<file path="config.mk">
export PLATFORM = sky130hd
export DESIGN_NAME = pacman_mover
export DESIGN_NICKNAME = d
export VERILOG_FILES = /design/src/rtl/pacman_pkg.sv /design/src/rtl/pacman_mover_edge_probe.sv /design/src/rtl/pacman_mover.sv
export SDC_FILE = /design/constraint.sdc
export NUM_CORES = 1
export LEC_CHECK = 0
export CAP_MARGIN = 40
export CORE_MARGIN = 2
export CORE_UTILIZATION = 60
export DETAILED_ROUTE_END_ITERATION = 8
export PLACE_DENSITY = 0.92
export SYNTH_ARGS = -nofsm -noshare
export SYNTH_HDL_FRONTEND = slang
export SYNTH_SLANG_ARGS = --single-unit
</file>
<file path="constraint.sdc">
create_clock -name clk -period 9.97 [get_ports clk]
set_input_delay 1.4955 -clock clk [delete_from_list [all_inputs] [get_ports clk]]
set_output_delay 1.4955 -clock clk [all_outputs]
set_load 0.01 [all_outputs]
</file>
<file path="src/rtl/pacman_pkg.sv">
// Shared types and maze constants for the Pac-Man mover and the wall renderer.
package pacman_pkg;

  typedef enum logic [1:0] {
    UP    = 2'd0,
    DOWN  = 2'd1,
    LEFT  = 2'd2,
    RIGHT = 2'd3
  } dir_t;

  typedef enum logic {
    SCAN = 1'b0,
    DONE = 1'b1
  } frame_state_t;

  localparam int MAZE_W = 380;
  localparam int MAZE_H = 432;
  localparam int BORDER = 8;

  // Raster position of maze (0,0): custom offset plus blanking.
  localparam logic [9:0] OFFSETH_DEF = 10'd274;
  localparam logic [9:0] OFFSETV_DEF = 10'd58;

endpackage

</file>
<file path="src/rtl/pacman_mover_edge_probe.sv">
// Combinational test of whether a maze pixel lies in the 1-deep strip bordering
// one side of Pac-Man's box.
module edge_probe
  import pacman_pkg::*;
#(
  parameter dir_t DIR  = UP,
  parameter int   HALF = 10,
  parameter int   STEP = 1
) (
  input  logic        [9:0]  pac_x_i,
  input  logic        [9:0]  pac_y_i,
  input  logic signed [10:0] mx_i,
  input  logic signed [10:0] my_i,
  output logic               in_strip_o
);

  localparam logic signed [11:0] H   = 12'(HALF);
  localparam logic signed [11:0] S   = 12'(STEP);
  localparam logic signed [11:0] ONE = 12'sd1;

  logic signed [11:0] px, py, x, y;
  logic signed [11:0] x_lo, x_hi, y_lo, y_hi;

  always_comb begin
    px   = $signed({2'b00, pac_x_i});
    py   = $signed({2'b00, pac_y_i});
    x    = {mx_i[10], mx_i};
    y    = {my_i[10], my_i};
    x_lo = px - H;
    x_hi = px + H;
    y_lo = py - H;
    y_hi = py + H;
    case (DIR)
      UP: begin
        y_lo = py - H - S;
        y_hi = py - H - ONE;
      end
      DOWN: begin
        y_lo = py + H + ONE;
        y_hi = py + H + S;
      end
      LEFT: begin
        x_lo = px - H - S;
        x_hi = px - H - ONE;
      end
      RIGHT: begin
        x_lo = px + H + ONE;
        x_hi = px + H + S;
      end
      default: ;
    endcase
    // Off-maze raster positions (negative coordinates) never count as a hit.
    in_strip_o = !x[11] && !y[11] &&
                 (x >= x_lo) && (x <= x_hi) && (y >= y_lo) && (y <= y_hi);
  end

endmodule

</file>
<file path="src/rtl/pacman_mover.sv">
// Pac-Man position owner: samples wall pixels around the box during the scan and
// moves once per frame on the UPDATE_V line.
//
//   state | meaning
//   SCAN  | armed; accumulating wall flags, waiting for the UPDATE_V line
//   DONE  | update done this frame; waiting for vCount==0 to re-arm
module pacman_mover
  import pacman_pkg::*;
#(
  parameter logic [9:0] OFFSETH  = OFFSETH_DEF,
  parameter logic [9:0] OFFSETV  = OFFSETV_DEF,
  parameter int         HALF     = 10,
  parameter int         STEP     = 1,
  parameter logic [9:0] START_X  = 10'd190,
  parameter logic [9:0] START_Y  = 10'd318,
  parameter logic [9:0] UPDATE_V = 10'd520
) (
  input  logic       clk,
  input  logic       rst_n,
  input  logic       bright,
  input  logic [9:0] hCount,
  input  logic [9:0] vCount,
  input  logic       wallFill,
  input  logic       btnU,
  input  logic       btnD,
  input  logic       btnL,
  input  logic       btnR,
  output logic [9:0] pacX,
  output logic [9:0] pacY,
  output dir_t       dir,
  output logic       moving,
  output logic       frame_tick
);

  localparam logic signed [11:0] S     = 12'(STEP);
  localparam logic signed [11:0] X_MIN = 12'(HALF + BORDER);
  localparam logic signed [11:0] X_MAX = 12'(MAZE_W - BORDER - HALF);
  localparam logic signed [11:0] Y_MIN = 12'(HALF + BORDER);
  localparam logic signed [11:0] Y_MAX = 12'(MAZE_H - BORDER - HALF);

  frame_state_t state_q, state_d;
  logic [9:0]   x_q, x_d, y_q, y_d;
  dir_t         dir_q, dir_d, req_q, req_d;
  logic [3:0]   blocked_q, blocked_d;
  logic         moving_q, moving_d, tick_q, tick_d;

  logic signed [10:0] mx, my;
  logic [3:0]         hit;
  logic               update, go;
  dir_t               mv;
  logic signed [11:0] nx, ny;

  assign mx = $signed({1'b0, hCount}) - $signed({1'b0, OFFSETH});
  assign my = $signed({1'b0, vCount}) - $signed({1'b0, OFFSETV});

  for (genvar g = 0; g < 4; g++) begin : g_probe
    edge_probe #(
      .DIR  (dir_t'(g)),
      .HALF (HALF),
      .STEP (STEP)
    ) u_probe (
      .pac_x_i    (x_q),
      .pac_y_i    (y_q),
      .mx_i       (mx),
      .my_i       (my),
      .in_strip_o (hit[g])
    );
  end

  always_comb begin
    state_d   = state_q;
    x_d       = x_q;
    y_d       = y_q;
    dir_d     = dir_q;
    req_d     = req_q;
    blocked_d = blocked_q;
    moving_d  = moving_q;
    tick_d    = 1'b0;
    go        = 1'b0;
    mv        = dir_q;
    nx        = $signed({2'b00, x_q});
    ny        = $signed({2'b00, y_q});
    update    = (state_q == SCAN) && (vCount == UPDATE_V);

    case ({btnU, btnD, btnL, btnR})
      4'b1000: req_d = UP;
      4'b0100: req_d = DOWN;
      4'b0010: req_d = LEFT;
      4'b0001: req_d = RIGHT;
      default: ;
    endcase

    case (state_q)
      SCAN: if (update) state_d = DONE;
      DONE: if (vCount == 10'd0) state_d = SCAN;
      default: state_d = SCAN;
    endcase

    if (state_q == DONE && vCount == 10'd0) blocked_d = '0;
    else if (bright && wallFill)            blocked_d = blocked_q | hit;

    // The decision uses flags accumulated before this cycle, not this cycle's sample.
    if (update) begin
      tick_d = 1'b1;
      if (!blocked_q[req_q]) begin
        dir_d    = req_q;
        mv       = req_q;
        go       = 1'b1;
        moving_d = 1'b1;
      end else if (!blocked_q[dir_q]) begin
        mv       = dir_q;
        go       = 1'b1;
        moving_d = 1'b1;
      end else begin
        moving_d = 1'b0;
      end
    end

    case (mv)
      UP:      ny = ny - S;
      DOWN:    ny = ny + S;
      LEFT:    nx = nx - S;
      RIGHT:   nx = nx + S;
      default: ;
    endcase
    if (nx < X_MIN) nx = X_MIN;
    if (nx > X_MAX) nx = X_MAX;
    if (ny < Y_MIN) ny = Y_MIN;
    if (ny > Y_MAX) ny = Y_MAX;

    if (go) begin
      x_d = nx[9:0];
      y_d = ny[9:0];
    end
  end

  always_ff @(posedge clk or negedge rst_n) begin
    if (!rst_n) begin
      state_q   <= SCAN;
      x_q       <= START_X;
      y_q       <= START_Y;
      dir_q     <= LEFT;
      req_q     <= LEFT;
      blocked_q <= '0;
      moving_q  <= 1'b0;
      tick_q    <= 1'b0;
    end else begin
      state_q   <= state_d;
      x_q       <= x_d;
      y_q       <= y_d;
      dir_q     <= dir_d;
      req_q     <= req_d;
      blocked_q <= blocked_d;
      moving_q  <= moving_d;
      tick_q    <= tick_d;
    end
  end

  assign pacX       = x_q;
  assign pacY       = y_q;
  assign dir        = dir_q;
  assign moving     = moving_q;
  assign frame_tick = tick_q;

endmodule
</file>
# After elaboration in Yosys (flattened, before gate mapping)

Cells that the tools add are included.
W data, S select, Z words.

Input bits: 28
Output and inout port bits: 24
Word-level logic and storage cells: 95
Bits in registers: 31

Mux-type cells: 21
Reductions and logical operators: 24
Magnitude comparators: 18
$add $sub $neg: 14
Bitwise logic cells: 2
Equal/unequal tests: 8

Operator list:

| operator                | count |
|---|---|
| $le A11 B12 Y1          | 6 |
| $ge A11 B12 Y1          | 4 |
| $pmux W12 S2            | 2 |
| $add A12 B2 Y12 const B | 2 |
| $gt A12 B10 Y1 const B  | 2 |
| $lt A12 B6 Y1 const B   | 2 |
| $mux W12                | 2 |
| $sub A11 B2 Y12 const B | 2 |
| $add A10 B1 Y11 const B | 2 |
| $add A10 B4 Y11 const B | 2 |
| $ge A11 B11 Y1          | 2 |
| $sub A10 B1 Y11 const B | 2 |
| $sub A10 B4 Y11 const B | 2 |
| $mux W10                | 2 |
| $logic_and A1 B1 Y1     | 18 |
| $sub A10 B6 Y11 const B | 1 |
| $sub A10 B9 Y11 const B | 1 |
| $eq A10 B10 Y1 const B  | 1 |
| $logic_not A10 Y1       | 1 |
| $mux W4                 | 2 |
| $pmux W2 S4             | 1 |
| $mux W1                 | 7 |
| $lt A2 B3 Y1 const B    | 2 |
| $bmux W1 S2             | 2 |
| 14 further kinds        | 17 |

# Depth between registers and ports, before layout

Depth in word-level cells: 10
Depth in mapped cells: 18
Gate-level depth less buffers: 17

# By module

From an unflattened synthesis, not the netlist that was laid out.

Cell total of the unflattened synthesis: 1120
Area total of the unflattened synthesis: 8608.3 sq um

By module, submodules not included:

| module                          | cells an instance | area an instance (sq um) | times used | sequential area each (sq um) |
|---|---|---|---|---|
| pacman_mover                    | 438               | 3358.2                   | 1          | 793.3 |
| edge_probe (g_probe[3].u_probe) | 173               | 1352.5                   | 1          | 0.0 |
| edge_probe (g_probe[2].u_probe) | 175               | 1316.3                   | 1          | 0.0 |
| edge_probe (g_probe[0].u_probe) | 173               | 1303.8                   | 1          | 0.0 |
| edge_probe (g_probe[1].u_probe) | 161               | 1277.5                   | 1          | 0.0 |

# Worst setup path before layout

OpenSTA, ideal clock, no wires.

Kind: input -> register
Start point: in vCount[2]
End point: reg x_q[0], in the netlist pacX[0]
Data required time: 9.904 ns
Setup time: 0.066 ns
Arrival time: 5.578 ns
Stages on the path: 18
Buffers on the path: 3
Slack: 4.326 ns
Path through: or4_4 buf_6 o41a_1 a21oi_4 inv_2 clkbuf_1 and2_1 xnor2_1 nand3_1 nor4b_1 ha_1 clkbuf_1 inv_1 a2111oi_0 a41oi_1 o21a_2 o31ai_2 a22o_1

Word-level cells in the longest chain between the ends: 9
Elaborated cells between the ends (all ways): 11
Those cells by class: 2 x order compare; 3 x eq/ne; 5 x mux; 1 x reduce/logical

Ends and longest elaborated chain:

| what                    | RTL line            | RTL |
|---|---|---|
| start, declared         | pacman_mover.sv:22  | `input logic [9:0] vCount,` |
| $eq A10 B10 Y1 (*)      | pacman_mover.sv:83  | `update = (state_q == SCAN) && (vCount == UPDATE_V);` |
| $logic_and A1 B1 Y1 (*) | pacman_mover.sv:83  |  |
| $mux W2                 | --                  |  |
| $eq A2 B2 Y1            | pacman_mover.sv:119 | `case (mv)` |
| $pmux W12 S2            | pacman_mover.sv:119 |  |
| $lt A12 B6 Y1           | pacman_mover.sv:126 | `if (nx < X_MIN) nx = X_MIN;` |
| $mux W12                | pacman_mover.sv:126 |  |
| $gt A12 B10 Y1          | pacman_mover.sv:127 | `if (nx > X_MAX) nx = X_MAX;` |
| $mux W10                | pacman_mover.sv:127 |  |
| end signal, assigned    | pacman_mover.sv:140 | `x_q <= START_X;` |
| end signal, assigned    | pacman_mover.sv:149 | `x_q <= x_d;` |
| end, declared           | pacman_mover.sv:42  | `logic [9:0] x_q, x_d, y_q, y_d;` |

Every way passes the cells marked *; elsewhere a longest branch is shown, timed or not.
A chain may end at the register's enable or synchronous reset.

# Worst setup path after layout

Start point: in vCount[6]
End point: reg x_q[0], in the netlist pacX[0]

The elaborated chain is that of the path after synthesis.

==> results.ini <==
[timing]
period_share_pct=65.3
rsz0062_at_grt=false
tns_ns=0
maxSlewHeadroom_pct=49.1
finalHoldViolations=0
worstMarginPinSlew_ns=0.758
post-route-worst-setup-slack_ns=3.46
period_needed_ns=6.51
setup_viol=0
fmax_ghz=0.154
holdWs_ns=0.491
maxSlewViolCount=0
finClkSkew_ns=0.00656

[grt]
grt_pass1_wl_um=29400
grt_max_degree=32
grt-ovfl-total=0
grt.total_usage_pct=32.8
grt_pass1_vias=5853
antenna_found_initial=0

[placement]
place_hpwl_um=14100
dp.cells=929
dpl_cell_area_sq_mm=0.00660
gp_congestion=0.964
port_buffers=51
place_ws_ns=3.26

[floorplan]
die_w_um=104
die_area_sq_mm=0.0109
io_pins=52
die_h_um=104
start_util_pct=61.6
core_area_sq_mm=0.00977
placementRows=36

[cts]
numCtsBuffers=5
cts-root-buf=clkbuf_8
cts.htree.levels=2
cts_tree=built
cts_setup_buffers=0
cts-resized-gates=0
clk_pin_slew_worst_paths_ns=0.08
clock_latency_ns=0.29
clock_sinks=31
clockBufferDepth=2
cts_hold_buf=0

[flow_run]
cap_violations=0

[pwr]
p_leak_nw=2.67
comb_power_share_pct=29.0
power.internal_mw=0.220
p_clk_share_pct=31.5
switching_power_mw=0.116
p_sw_share_pct=34.6
powerDensity_mw_per_mm2=50.3
seqPwrFrac_pct=39.5
power_mw=0.336
vdd_drop_max_uv=54.3

[worst_setup_path]
cp_max_fo=11
startpoint_type=input port
ff2ff_setup_slack_ns=4.50
r2r-end=pacX[0]
r2r_cells=16
critPathKind=input port to flip-flop
worstReg2RegStart=req_q[0]
cp-end-kind=flip-flop
max_stage_delay_ns=0.68
critPathSlowestCell=or4_4
cp_cell_sequence=clkdlybuf4s50_1 > or4_4 > o41a_1 > nor2_1 > inv_2 > mux2i_1 > or2_2 > o22ai_1 > a21oi_1 > nor4b_1 > ha_1 > inv_1 > a2111oi_0 > a41oi_1 > o21a_2 > o31ai_2 > a22o_1
cp.required_ns=10.20
cp.arrival_ns=6.74
endpoint=pacX[0]
worstSetupStartpoint=vCount[6]

[synth]
synthArstFlopShare_pct=100
syn_nets=884
syn_area_per_cell_sq_um=7.78
ys_ff_latch=31
synth.area.top_cells=ha_1 17%, xnor2_1 9.7%, dfrtp_1 7.1%
synth_edf_count=0
synth_area_sq_mm=0.00602
yosys.area.top_type=ha_1
ys_seq_area_share_pct=13.2
synthDistinctLibCells=84
synth-main-ff-cell=dfrtp_1
postSynthCellCount=774
yosysWarnings=0
synth_top_area_share_pct=17.0

[layout]
final_core_util_pct=68.4
fin_nets=913
final_common_cell=ha_1
drive_above_1_share_pct=7.21
mostFrequentLayoutCells=82 x ha_1, 67 x xnor2_1, 61 x nor2_1
antenna_cells=0
areaGrowthSynthToFinish_pct=11.0
finalInstanceArea_sq_mm=0.00668
final_cells=937

[route]
ant_nets=0
drc=0
drt-total-wl_um=18200
num_vias=6266
firstDrtPassIters=5
drt_first_iter_violations=596
routedWlPerCell_um=19.4
vias_per_cell=6.69

[min_path]
hold_path.class=flip-flop to flip-flop

[outcome]
outcome=finished clean

-- cells in the mapped netlist (4+ instances only) --
master      n
ha_1       82
dfrtp_1    17
o22ai_1     5
or4_4       4
and2_1      9
a21o_1     20
nand3b_1    6
nor4b_1     7
a22oi_1     5
clkbuf_1   26
nand2_1    54
dfstp_2    14
o2111ai_1   5
o31a_1      4
a21oi_1    39
xor2_1     26
o41a_1      4
nor4_1     13
nor2_1     61
buf_1       4
xnor2_1    67
nor3_1     27
or3_1       8
mux2i_1     6
nor2b_1     5
nand4_1    17
or4_1       8
a31oi_1     6
o21ai_0    34
and3_1     10
nand2b_1    7
a22o_1      6
inv_1      44
o21a_1     10
nand3_1    24
o211ai_1    7
o41ai_1     5
-- final cells by class --
type                    count  area (sq um)
flip-flops and latches     31           793
clock inverters             3          20.0
repair buffers             56           546
inverters                  47           176
well taps                 133           166
fillers                   836          3090
multi-input cells         662          4910
clock buffers               5          68.8
-- flip-flops by register name (all words and copies together) (netlist names) --
signal,count
state_q,1
moving,1
frame_tick,1
blocked_q,4
dir,2
req_q,2
pacX,10
pacY,10
-- critical path: cells and delay by family --
| kind | cells | cell delay (ns) |
|---|---|---|
| fa+ha+maj | 1 | 0.36 |
| mux | 1 | 0.20 |
| compound gates | 8 | 2.18 |
| simple gates | 4 | 1.62 |
| buf+inv | 3 | 0.87 |
-- cell families (layout without fill, tap and decap cells) --
logic type	Yosys count	after routing	share of synthesized area, %
mux	10	10	2.12
other cells	1	1	0.0623
fa+ha+maj	82	82	17.0
compound gates	202	202	24.3
flops	31	31	13.2
simple gates	273	273	24.2
buf+inv	81	111	5.34
xor+xnor	94	94	13.8
-- worst min-delay path by stage --
stage	from	to	slack [ns]	cells after the start
3_5_place_dp	moving	moving	0.49	2
4_1_cts	moving	moving	0.50	2
2_1_floorplan	blocked_q[2]	blocked_q[2]	0.48	1
3_3_place_gp	moving	moving	0.47	2
6_report	moving	moving	0.49	2
5_1_grt	moving	moving	0.52	2
-- power groups by stage --
stage	combinational (mW)	clock, mW	sequential [mW]
after global routing	0.108	0.113	0.134
after detailed placement	0.0953	0	0.135
after CTS	0.0962	0.107	0.133
after floorplan	0.0645	0	0.131
final	0.0976	0.106	0.133
after global placement	0.0912	0	0.135
-- per-layer routing --
layer  up-vias  wire, um  global-route usage [%]
li1       2903         -                       -
met1      2974      8010                    45.9
met2       352      8270                    53.0
met3        37      1550                    4.32
met4         0       367                    9.36
met5         -         0                       0
(Power assumes the default switching activity.)
